==> src/rtl/decode_execute_stage_pkg.sv <==
// Shared definitions for the decode -> execute boundary: control bundle width,
// bubble values and the per-cycle action taken by the execute register.
package decode_execute_stage_pkg;

    // Default width of the opaque execute-control bundle.
    localparam int CTRL_W = 8;

    // Execute-control bundle as seen by decode, this stage and execute.
    typedef logic [CTRL_W-1:0] ctrl_t;

    // Values loaded into the execute register when it holds no instruction.
    localparam logic [4:0]  BUBBLE_REG = 5'd0;
    localparam logic [31:0] BUBBLE_IMM = 32'd0;
    localparam logic [31:0] RESET_PC   = 32'd0;

    // What the execute register does on the next rising edge.
    typedef enum logic [1:0] {
        ACT_ADVANCE,
        ACT_HOLD,
        ACT_FLUSH,
        ACT_HAZARD
    } x_action_e;

endpackage

==> src/rtl/decode_execute_stage_if.sv <==
// Signal bundle between the decode stage, the decode/execute register and the
// surrounding pipeline control (branch redirect, memory stall, counters).
interface decode_execute_stage_if #(
    parameter int CTRL_W = decode_execute_stage_pkg::CTRL_W,
    parameter int CNT_W  = 16
);
    logic              d_valid;
    logic [31:0]       d_pc;
    logic [4:0]        d_rs1;
    logic [4:0]        d_rs2;
    logic [4:0]        d_rd;
    logic              d_uses_rs1;
    logic              d_uses_rs2;
    logic              d_reg_wen;
    logic              d_mem_read;
    logic [31:0]       d_imm;
    logic [CTRL_W-1:0] d_ctrl;
    logic              x_branch_taken;
    logic              m_stall;

    logic              x_valid;
    logic [31:0]       x_pc;
    logic [4:0]        x_rs1;
    logic [4:0]        x_rs2;
    logic [4:0]        x_rd;
    logic              x_reg_wen;
    logic              x_mem_read;
    logic [31:0]       x_imm;
    logic [CTRL_W-1:0] x_ctrl;
    logic              stall_fd;
    logic [CNT_W-1:0]  load_use_count;
    logic [CNT_W-1:0]  flush_count;

    // Side that supplies decoded instructions and pipeline events.
    modport master (
        output d_valid, d_pc, d_rs1, d_rs2, d_rd, d_uses_rs1, d_uses_rs2,
               d_reg_wen, d_mem_read, d_imm, d_ctrl, x_branch_taken, m_stall,
        input  x_valid, x_pc, x_rs1, x_rs2, x_rd, x_reg_wen, x_mem_read,
               x_imm, x_ctrl, stall_fd, load_use_count, flush_count
    );

    // The decode/execute stage itself.
    modport slave (
        input  d_valid, d_pc, d_rs1, d_rs2, d_rd, d_uses_rs1, d_uses_rs2,
               d_reg_wen, d_mem_read, d_imm, d_ctrl, x_branch_taken, m_stall,
        output x_valid, x_pc, x_rs1, x_rs2, x_rd, x_reg_wen, x_mem_read,
               x_imm, x_ctrl, stall_fd, load_use_count, flush_count
    );

endinterface

==> src/rtl/decode_execute_stage_detect.sv <==
// Combinational load-use hazard detector and fetch/decode stall generator.
module load_use_detect
    import decode_execute_stage_pkg::*;
(
    input  logic       reset,
    input  logic       x_valid,
    input  logic       x_mem_read,
    input  logic [4:0] x_rd,
    input  logic       d_valid,
    input  logic       d_uses_rs1,
    input  logic       d_uses_rs2,
    input  logic [4:0] d_rs1,
    input  logic [4:0] d_rs2,
    input  logic       x_branch_taken,
    input  logic       m_stall,
    output logic       hazard,
    output logic       stall_fd
);

    logic rs1Match;
    logic rs2Match;

    // A load in execute whose result decode needs forces one bubble; a memory
    // stall freezes fetch/decode, a branch redirect never does, reset never does.
    always_comb begin
        rs1Match = d_uses_rs1 && (d_rs1 == x_rd);
        rs2Match = d_uses_rs2 && (d_rs2 == x_rd);
        hazard   = x_valid && x_mem_read && (x_rd != BUBBLE_REG) && d_valid
                   && (rs1Match || rs2Match);
        stall_fd = 1'b0;
        if (!reset) begin
            if (m_stall) begin
                stall_fd = 1'b1;
            end else if (!x_branch_taken) begin
                stall_fd = hazard;
            end
        end
    end

endmodule

==> src/rtl/decode_execute_stage.sv <==
// Decode/execute pipeline register with load-use bubble insertion, branch
// flush, memory-stall hold and saturating hazard/flush event counters.
module decode_execute_stage #(
    parameter int CTRL_W = decode_execute_stage_pkg::CTRL_W,
    parameter int CNT_W  = 16
) (
    input logic                   clk,
    input logic                   reset,
    decode_execute_stage_if.slave bus
);
    import decode_execute_stage_pkg::*;

    localparam logic [CNT_W-1:0] CNT_MAX = '1;
    localparam logic [CNT_W-1:0] CNT_ONE = {{(CNT_W-1){1'b0}}, 1'b1};

    x_action_e         action;
    logic              hazard;
    logic              stallFd;

    logic              xValid_q,    xValid_d;
    logic [31:0]       xPc_q,       xPc_d;
    logic [4:0]        xRs1_q,      xRs1_d;
    logic [4:0]        xRs2_q,      xRs2_d;
    logic [4:0]        xRd_q,       xRd_d;
    logic              xRegWen_q,   xRegWen_d;
    logic              xMemRead_q,  xMemRead_d;
    logic [31:0]       xImm_q,      xImm_d;
    logic [CTRL_W-1:0] xCtrl_q,     xCtrl_d;
    logic [CNT_W-1:0]  loadUseCount_q, loadUseCount_d;
    logic [CNT_W-1:0]  flushCount_q,   flushCount_d;

    load_use_detect u_detect (
        .reset          (reset),
        .x_valid        (xValid_q),
        .x_mem_read     (xMemRead_q),
        .x_rd           (xRd_q),
        .d_valid        (bus.d_valid),
        .d_uses_rs1     (bus.d_uses_rs1),
        .d_uses_rs2     (bus.d_uses_rs2),
        .d_rs1          (bus.d_rs1),
        .d_rs2          (bus.d_rs2),
        .x_branch_taken (bus.x_branch_taken),
        .m_stall        (bus.m_stall),
        .hazard         (hazard),
        .stall_fd       (stallFd)
    );

    // Resolve this cycle's event: memory stall beats redirect beats load-use.
    always_comb begin
        action = ACT_ADVANCE;
        if (bus.m_stall) begin
            action = ACT_HOLD;
        end else if (bus.x_branch_taken) begin
            action = ACT_FLUSH;
        end else if (hazard) begin
            action = ACT_HAZARD;
        end
    end

    // Next execute-register contents: hold, bubble, or the decoded instruction
    // with unused source indices and invalid destinations cleared.
    always_comb begin
        xValid_d   = xValid_q;
        xPc_d      = xPc_q;
        xRs1_d     = xRs1_q;
        xRs2_d     = xRs2_q;
        xRd_d      = xRd_q;
        xRegWen_d  = xRegWen_q;
        xMemRead_d = xMemRead_q;
        xImm_d     = xImm_q;
        xCtrl_d    = xCtrl_q;
        unique case (action)
            ACT_HOLD: begin
            end
            ACT_FLUSH, ACT_HAZARD: begin
                xValid_d   = 1'b0;
                xPc_d      = bus.d_pc;
                xRs1_d     = BUBBLE_REG;
                xRs2_d     = BUBBLE_REG;
                xRd_d      = BUBBLE_REG;
                xRegWen_d  = 1'b0;
                xMemRead_d = 1'b0;
                xImm_d     = BUBBLE_IMM;
                xCtrl_d    = '0;
            end
            ACT_ADVANCE: begin
                xValid_d   = bus.d_valid;
                xPc_d      = bus.d_pc;
                xRs1_d     = bus.d_uses_rs1 ? bus.d_rs1 : BUBBLE_REG;
                xRs2_d     = bus.d_uses_rs2 ? bus.d_rs2 : BUBBLE_REG;
                xRd_d      = bus.d_valid ? bus.d_rd : BUBBLE_REG;
                xRegWen_d  = bus.d_valid && bus.d_reg_wen;
                xMemRead_d = bus.d_mem_read;
                xImm_d     = bus.d_imm;
                xCtrl_d    = bus.d_ctrl;
            end
            default: begin
            end
        endcase
    end

    // Event counters stick at all-ones instead of wrapping.
    always_comb begin
        loadUseCount_d = loadUseCount_q;
        flushCount_d   = flushCount_q;
        if ((action == ACT_HAZARD) && (loadUseCount_q != CNT_MAX)) begin
            loadUseCount_d = loadUseCount_q + CNT_ONE;
        end
        if ((action == ACT_FLUSH) && (flushCount_q != CNT_MAX)) begin
            flushCount_d = flushCount_q + CNT_ONE;
        end
    end

    // State update; reset drops any pending hold or bubble and empties execute.
    always_ff @(posedge clk or posedge reset) begin
        if (reset) begin
            xValid_q       <= 1'b0;
            xPc_q          <= RESET_PC;
            xRs1_q         <= BUBBLE_REG;
            xRs2_q         <= BUBBLE_REG;
            xRd_q          <= BUBBLE_REG;
            xRegWen_q      <= 1'b0;
            xMemRead_q     <= 1'b0;
            xImm_q         <= BUBBLE_IMM;
            xCtrl_q        <= '0;
            loadUseCount_q <= '0;
            flushCount_q   <= '0;
        end else begin
            xValid_q       <= xValid_d;
            xPc_q          <= xPc_d;
            xRs1_q         <= xRs1_d;
            xRs2_q         <= xRs2_d;
            xRd_q          <= xRd_d;
            xRegWen_q      <= xRegWen_d;
            xMemRead_q     <= xMemRead_d;
            xImm_q         <= xImm_d;
            xCtrl_q        <= xCtrl_d;
            loadUseCount_q <= loadUseCount_d;
            flushCount_q   <= flushCount_d;
        end
    end

    assign bus.x_valid        = xValid_q;
    assign bus.x_pc           = xPc_q;
    assign bus.x_rs1          = xRs1_q;
    assign bus.x_rs2          = xRs2_q;
    assign bus.x_rd           = xRd_q;
    assign bus.x_reg_wen      = xRegWen_q;
    assign bus.x_mem_read     = xMemRead_q;
    assign bus.x_imm          = xImm_q;
    assign bus.x_ctrl         = xCtrl_q;
    assign bus.stall_fd       = stallFd;
    assign bus.load_use_count = loadUseCount_q;
    assign bus.flush_count    = flushCount_q;

endmodule

==> src/flat_wrapper.sv <==
// flat-port wrapper written by rule: the top's interface ports become plain ports
module decode_execute_stage_flat import decode_execute_stage_pkg::*;
#(
    parameter int CTRL_W = decode_execute_stage_pkg::CTRL_W,
    parameter int CNT_W  = 16
)
  (clk, reset, bus_d_valid, bus_d_pc, bus_d_rs1, bus_d_rs2, bus_d_rd, bus_d_uses_rs1, bus_d_uses_rs2, bus_d_reg_wen, bus_d_mem_read, bus_d_imm, bus_d_ctrl, bus_x_branch_taken, bus_m_stall, bus_x_valid, bus_x_pc, bus_x_rs1, bus_x_rs2, bus_x_rd, bus_x_reg_wen, bus_x_mem_read, bus_x_imm, bus_x_ctrl, bus_stall_fd, bus_load_use_count, bus_flush_count);
  decode_execute_stage_if #(.CTRL_W(CTRL_W), .CNT_W(CNT_W)) bus_i ();
  input logic clk;
  input logic reset;
  input wire logic [$bits(bus_i.d_valid)-1:0] bus_d_valid;
  input wire logic [$bits(bus_i.d_pc)-1:0] bus_d_pc;
  input wire logic [$bits(bus_i.d_rs1)-1:0] bus_d_rs1;
  input wire logic [$bits(bus_i.d_rs2)-1:0] bus_d_rs2;
  input wire logic [$bits(bus_i.d_rd)-1:0] bus_d_rd;
  input wire logic [$bits(bus_i.d_uses_rs1)-1:0] bus_d_uses_rs1;
  input wire logic [$bits(bus_i.d_uses_rs2)-1:0] bus_d_uses_rs2;
  input wire logic [$bits(bus_i.d_reg_wen)-1:0] bus_d_reg_wen;
  input wire logic [$bits(bus_i.d_mem_read)-1:0] bus_d_mem_read;
  input wire logic [$bits(bus_i.d_imm)-1:0] bus_d_imm;
  input wire logic [$bits(bus_i.d_ctrl)-1:0] bus_d_ctrl;
  input wire logic [$bits(bus_i.x_branch_taken)-1:0] bus_x_branch_taken;
  input wire logic [$bits(bus_i.m_stall)-1:0] bus_m_stall;
  output wire logic [$bits(bus_i.x_valid)-1:0] bus_x_valid;
  output wire logic [$bits(bus_i.x_pc)-1:0] bus_x_pc;
  output wire logic [$bits(bus_i.x_rs1)-1:0] bus_x_rs1;
  output wire logic [$bits(bus_i.x_rs2)-1:0] bus_x_rs2;
  output wire logic [$bits(bus_i.x_rd)-1:0] bus_x_rd;
  output wire logic [$bits(bus_i.x_reg_wen)-1:0] bus_x_reg_wen;
  output wire logic [$bits(bus_i.x_mem_read)-1:0] bus_x_mem_read;
  output wire logic [$bits(bus_i.x_imm)-1:0] bus_x_imm;
  output wire logic [$bits(bus_i.x_ctrl)-1:0] bus_x_ctrl;
  output wire logic [$bits(bus_i.stall_fd)-1:0] bus_stall_fd;
  output wire logic [$bits(bus_i.load_use_count)-1:0] bus_load_use_count;
  output wire logic [$bits(bus_i.flush_count)-1:0] bus_flush_count;
  assign bus_i.d_valid = bus_d_valid;
  assign bus_i.d_pc = bus_d_pc;
  assign bus_i.d_rs1 = bus_d_rs1;
  assign bus_i.d_rs2 = bus_d_rs2;
  assign bus_i.d_rd = bus_d_rd;
  assign bus_i.d_uses_rs1 = bus_d_uses_rs1;
  assign bus_i.d_uses_rs2 = bus_d_uses_rs2;
  assign bus_i.d_reg_wen = bus_d_reg_wen;
  assign bus_i.d_mem_read = bus_d_mem_read;
  assign bus_i.d_imm = bus_d_imm;
  assign bus_i.d_ctrl = bus_d_ctrl;
  assign bus_i.x_branch_taken = bus_x_branch_taken;
  assign bus_i.m_stall = bus_m_stall;
  assign bus_x_valid = bus_i.x_valid;
  assign bus_x_pc = bus_i.x_pc;
  assign bus_x_rs1 = bus_i.x_rs1;
  assign bus_x_rs2 = bus_i.x_rs2;
  assign bus_x_rd = bus_i.x_rd;
  assign bus_x_reg_wen = bus_i.x_reg_wen;
  assign bus_x_mem_read = bus_i.x_mem_read;
  assign bus_x_imm = bus_i.x_imm;
  assign bus_x_ctrl = bus_i.x_ctrl;
  assign bus_stall_fd = bus_i.stall_fd;
  assign bus_load_use_count = bus_i.load_use_count;
  assign bus_flush_count = bus_i.flush_count;
  decode_execute_stage #(.CTRL_W(CTRL_W), .CNT_W(CNT_W)) u_core (.clk(clk), .reset(reset), .bus(bus_i));
endmodule
==> config.mk <==
export PLATFORM = sky130hd
export DESIGN_NAME = decode_execute_stage_flat
export DESIGN_NICKNAME = d
export VERILOG_FILES = /design/src/rtl/decode_execute_stage_pkg.sv /design/src/rtl/decode_execute_stage_if.sv /design/src/rtl/decode_execute_stage_detect.sv /design/src/rtl/decode_execute_stage.sv /design/src/flat_wrapper.sv
export SDC_FILE = /design/constraint.sdc
export NUM_CORES = 1
export LEC_CHECK = 0
export BUFFER_PORTS_ARGS = -buffer_cell sky130_fd_sc_hd__buf_2
export CORE_UTILIZATION = 47
export CTS_CLUSTER_DIAMETER = 100
export DETAILED_ROUTE_END_ITERATION = 10
export GPL_TIMING_DRIVEN = 0
export PLACE_DENSITY = 0.79
export SYNTH_ARGS = -nofsm -noshare
export SYNTH_HDL_FRONTEND = slang
export SYNTH_HIERARCHICAL = 1
export SYNTH_SLANG_ARGS = --single-unit
==> constraint.sdc <==
create_clock -name clk -period 4.4 [get_ports clk]
set_input_delay 0.88 -clock clk [delete_from_list [all_inputs] [get_ports clk]]
set_output_delay 0.88 -clock clk [all_outputs]
set_load 0.01 [all_outputs]
==> flow_metrics.env <==
export IMPL_status="completed"
export IMPL_post_cts_setup_buffer_count=0
export IMPL_synthArstFlopShare=1.00
export IMPL_setup_worst_path_class="reg -> out"
export IMPL_grt_overflow=0
export IMPL_reg2reg_depth=7
export IMPL_fin_nets=698
export IMPL_gp_congestion=0.813
export IMPL_insertion_delay_ns=0.51
export IMPL_m1WireLength_mm=4.99
export IMPL_cpPeakStageDelay_ns=0.46
export IMPL_viasPerCell=5.28
export IMPL_relSlewSlack=0.388
export IMPL_drv_slew=0
export IMPL_synth_cell_types=43
export IMPL_num_antenna_cells=0
export IMPL_ctsResizeCount=0
export IMPL_netlist_instances=362
export IMPL_rsz0062_at_grt="no"
export IMPL_routed_wl_met2_mm=6.55
export IMPL_die_h_um=105
export IMPL_dpl_cell_count=717
export IMPL_wl_met3_um=765
export IMPL_layout_commonest_cell="buf_2"
export IMPL_syn_num_nets=460
export IMPL_rows=37
export IMPL_powerDensity_nw_per_um2=443
export IMPL_cp_depth=5
export IMPL_antenna_found_initial=0
export IMPL_power_leakage_nw=3.61
export IMPL_drive_gt1_frac=0.485
export IMPL_start_util=0.485
export IMPL_finalPower_w=0.00306
export IMPL_dr_pass1_iters=4
export IMPL_startpoint_type="register"
export IMPL_synth_largest_area_cell="dfrtp_1"
export IMPL_drt_drc_violations_left=0
export IMPL_ant_nets=0
export IMPL_layout_common_cells="buf_2, dfrtp_1, a22o_1"
export IMPL_top_layer_used="met4"
export IMPL_hold_path_class="in -> async"
export IMPL_grt_pass1_vias=4077
export IMPL_portBuffers=218
export IMPL_synthDominantCellAreaShare=0.609
export IMPL_postRouteWirelength_mm=12.5
export IMPL_synth_edf_count=0
export IMPL_worstPathMaxFanout=5
export IMPL_path_buf_inv=1
export IMPL_timing_fmax_ghz=0.336
export IMPL_ys_seq_area_frac=0.609
export IMPL_nFillCells=776
export IMPL_wire_per_inst_um=16.7
export IMPL_holdWs_ns=0.457
export IMPL_cts_made_buffers=17
export IMPL_path_cells="xor2_1 > nor4_2 > a32oi_1 > o41ai_2 > buf_2"
export IMPL_cpMaxStageDelayCell="dfrtp_1"
export IMPL_syn_avg_cell_area_um2=13.8
export IMPL_place_area_um2=6300
export IMPL_io_pins=219
export IMPL_cts_htree_levels=4
export IMPL_worstMarginPinSlew_ns=0.911
export IMPL_required_ns=3.52
export IMPL_critical_path_top_delay_family="flip-flops"
export IMPL_finalNonFillerCells=749
export IMPL_synth_top_flop_cell="dfrtp_1"
export IMPL_skew_ns=0.00653
export IMPL_maxCapViolations=0
export IMPL_vias=3954
export IMPL_die_area_um2=11100
export IMPL_final_cell_area_um2=6910
export IMPL_endpoint_kind="output pin"
export IMPL_tritoncts="built"
export IMPL_cts_root_buf="clkbuf_8"
export IMPL_clk_pin_slew_ns=0.06
export IMPL_grt_max_degree=64
export IMPL_clkSinkCount=122
export IMPL_synth_seq_cells=122
export IMPL_first_iter_violations=128
export IMPL_place_hpwl_mm=9.15
export IMPL_vdd_drop_max_v=0.000230
export IMPL_syn_area_um2=5010
export IMPL_fp_dieW_um=105
export IMPL_ys_warn_count=6
export IMPL_setup_tns_ns=0
export IMPL_setup_viol=0
export IMPL_arrival_ns=2.10
export IMPL_syn2layout_area_growth_pct=37.9
export IMPL_postCtsHoldBufs=0
export IMPL_hold_viol=0
export IMPL_post_route_period_util=0.677
export IMPL_grt_pass1_wl_mm=20.0
export IMPL_cts_buffer_depth=2
export IMPL_finalCriticalPeriod_ns=2.98
export IMPL_grt_usage=0.236
export IMPL_core_area_um2=10300
export IMPL_synth_area_leaders="dfrtp_1, a22o_1, mux2_2, xor2_1, xnor2_1"
[metal layers]
metal  up-vias  track usage
met4         0        0.106
met3        19       0.0656
li1       1844            -
met2       139        0.402
met1      1952        0.277
met5         -            0
[worst paths after layout]
check,start,end,slack [ns]
worst max-delay path,u_core/bus.x_rd[4],bus_stall_fd,1.42
worst min-delay path,reset,u_core/bus.flush_count[9],0.46
worst max register to register,u_core/bus.x_rd[4],u_core/bus.x_rs2[2],1.70
worst min register to register,u_core/bus.x_rs2[4],u_core/bus.x_rs2[4],0.49
max in group asynchronous,reset,u_core/bus.x_imm[5],3.27
min in group clk,u_core/bus.x_rs2[4],u_core/bus.x_rs2[4],0.49
[Yosys cell counts, types with 2 or more instances]
cell / count
xnor2_1: 14
and3_1: 4
mux2_2: 35
nand2_1: 9
ha_1: 2
xor2_1: 20
nor4_1: 3
clkbuf_1: 10
and2_0: 2
a22o_1: 47
a32o_1: 10
buf_2: 4
dfrtp_1: 122
o21a_1: 3
nand4_1: 13
nor4b_1: 2
nor3_1: 3
nand3_1: 13
nor4_4: 2
a21oi_1: 7
and2_1: 3
nor3b_1: 3
nor2_1: 6
buf_1: 3
and4_1: 4
[per-stage QoR]
step / worst slack, ns / util
floorplan: 0.277 / -
global placement: -0.960 / 0.608
detailed placement: 1.13 / 0.611
CTS: 1.40 / 0.669
global route: 1.33 / 0.669
finish: 1.42 / 0.669
[logic make-up (layout without fill, tap and decap cells)]
| group | after synthesis | after routing | synth area share |
|---|---|---|---|
| AOI/OAI and AO/OA | 73 | 73 | 0.126 |
| xor gates and xnor gates | 34 | 34 | 0.0594 |
| adders and majority gates | 2 | 2 | 0.00499 |
| buffers and inverters | 18 | 269 | 0.0145 |
| DFF | 122 | 122 | 0.609 |
| muxes | 36 | 36 | 0.0806 |
| and+or+nand+nor | 77 | 77 | 0.105 |
[power breakdown]
| group | switching (W) | internal [W] |
|---|---|---|
| combinational | 0.000195 | 0.000184 |
| clock | 0.000480 | 0.000907 |
| sequential | 0.0000787 | 0.00122 |
| total | 0.000753 | 0.00231 |
[flip-flops by register name (all words and copies together) (netlist names)]
register,cells
u_core/bus.load_use_count,16
u_core/bus.x_ctrl,8
u_core/bus.x_mem_read,1
u_core/bus.x_reg_wen,1
u_core/bus.x_rs2,5
u_core/bus.x_rd,5
u_core/bus.x_imm,32
u_core/bus.flush_count,16
u_core/bus.x_rs1,5
u_core/bus.x_pc,32
u_core/bus.x_valid,1
[cell type report]
class | count | area [um2] | area share
buffer | 17 | 68.8 | 0.00996
clock buffer | 22 | 463 | 0.0670
clock inverter | 10 | 141 | 0.0205
inverter | 1 | 8.76 | 0.00127
multi-input combinational | 222 | 1890 | 0.273
sequential | 122 | 3050 | 0.442
tap | 136 | 170 | 0.0246
timing repair buffer | 219 | 1120 | 0.162
Note: power is estimated with default switching activity, not from simulation.
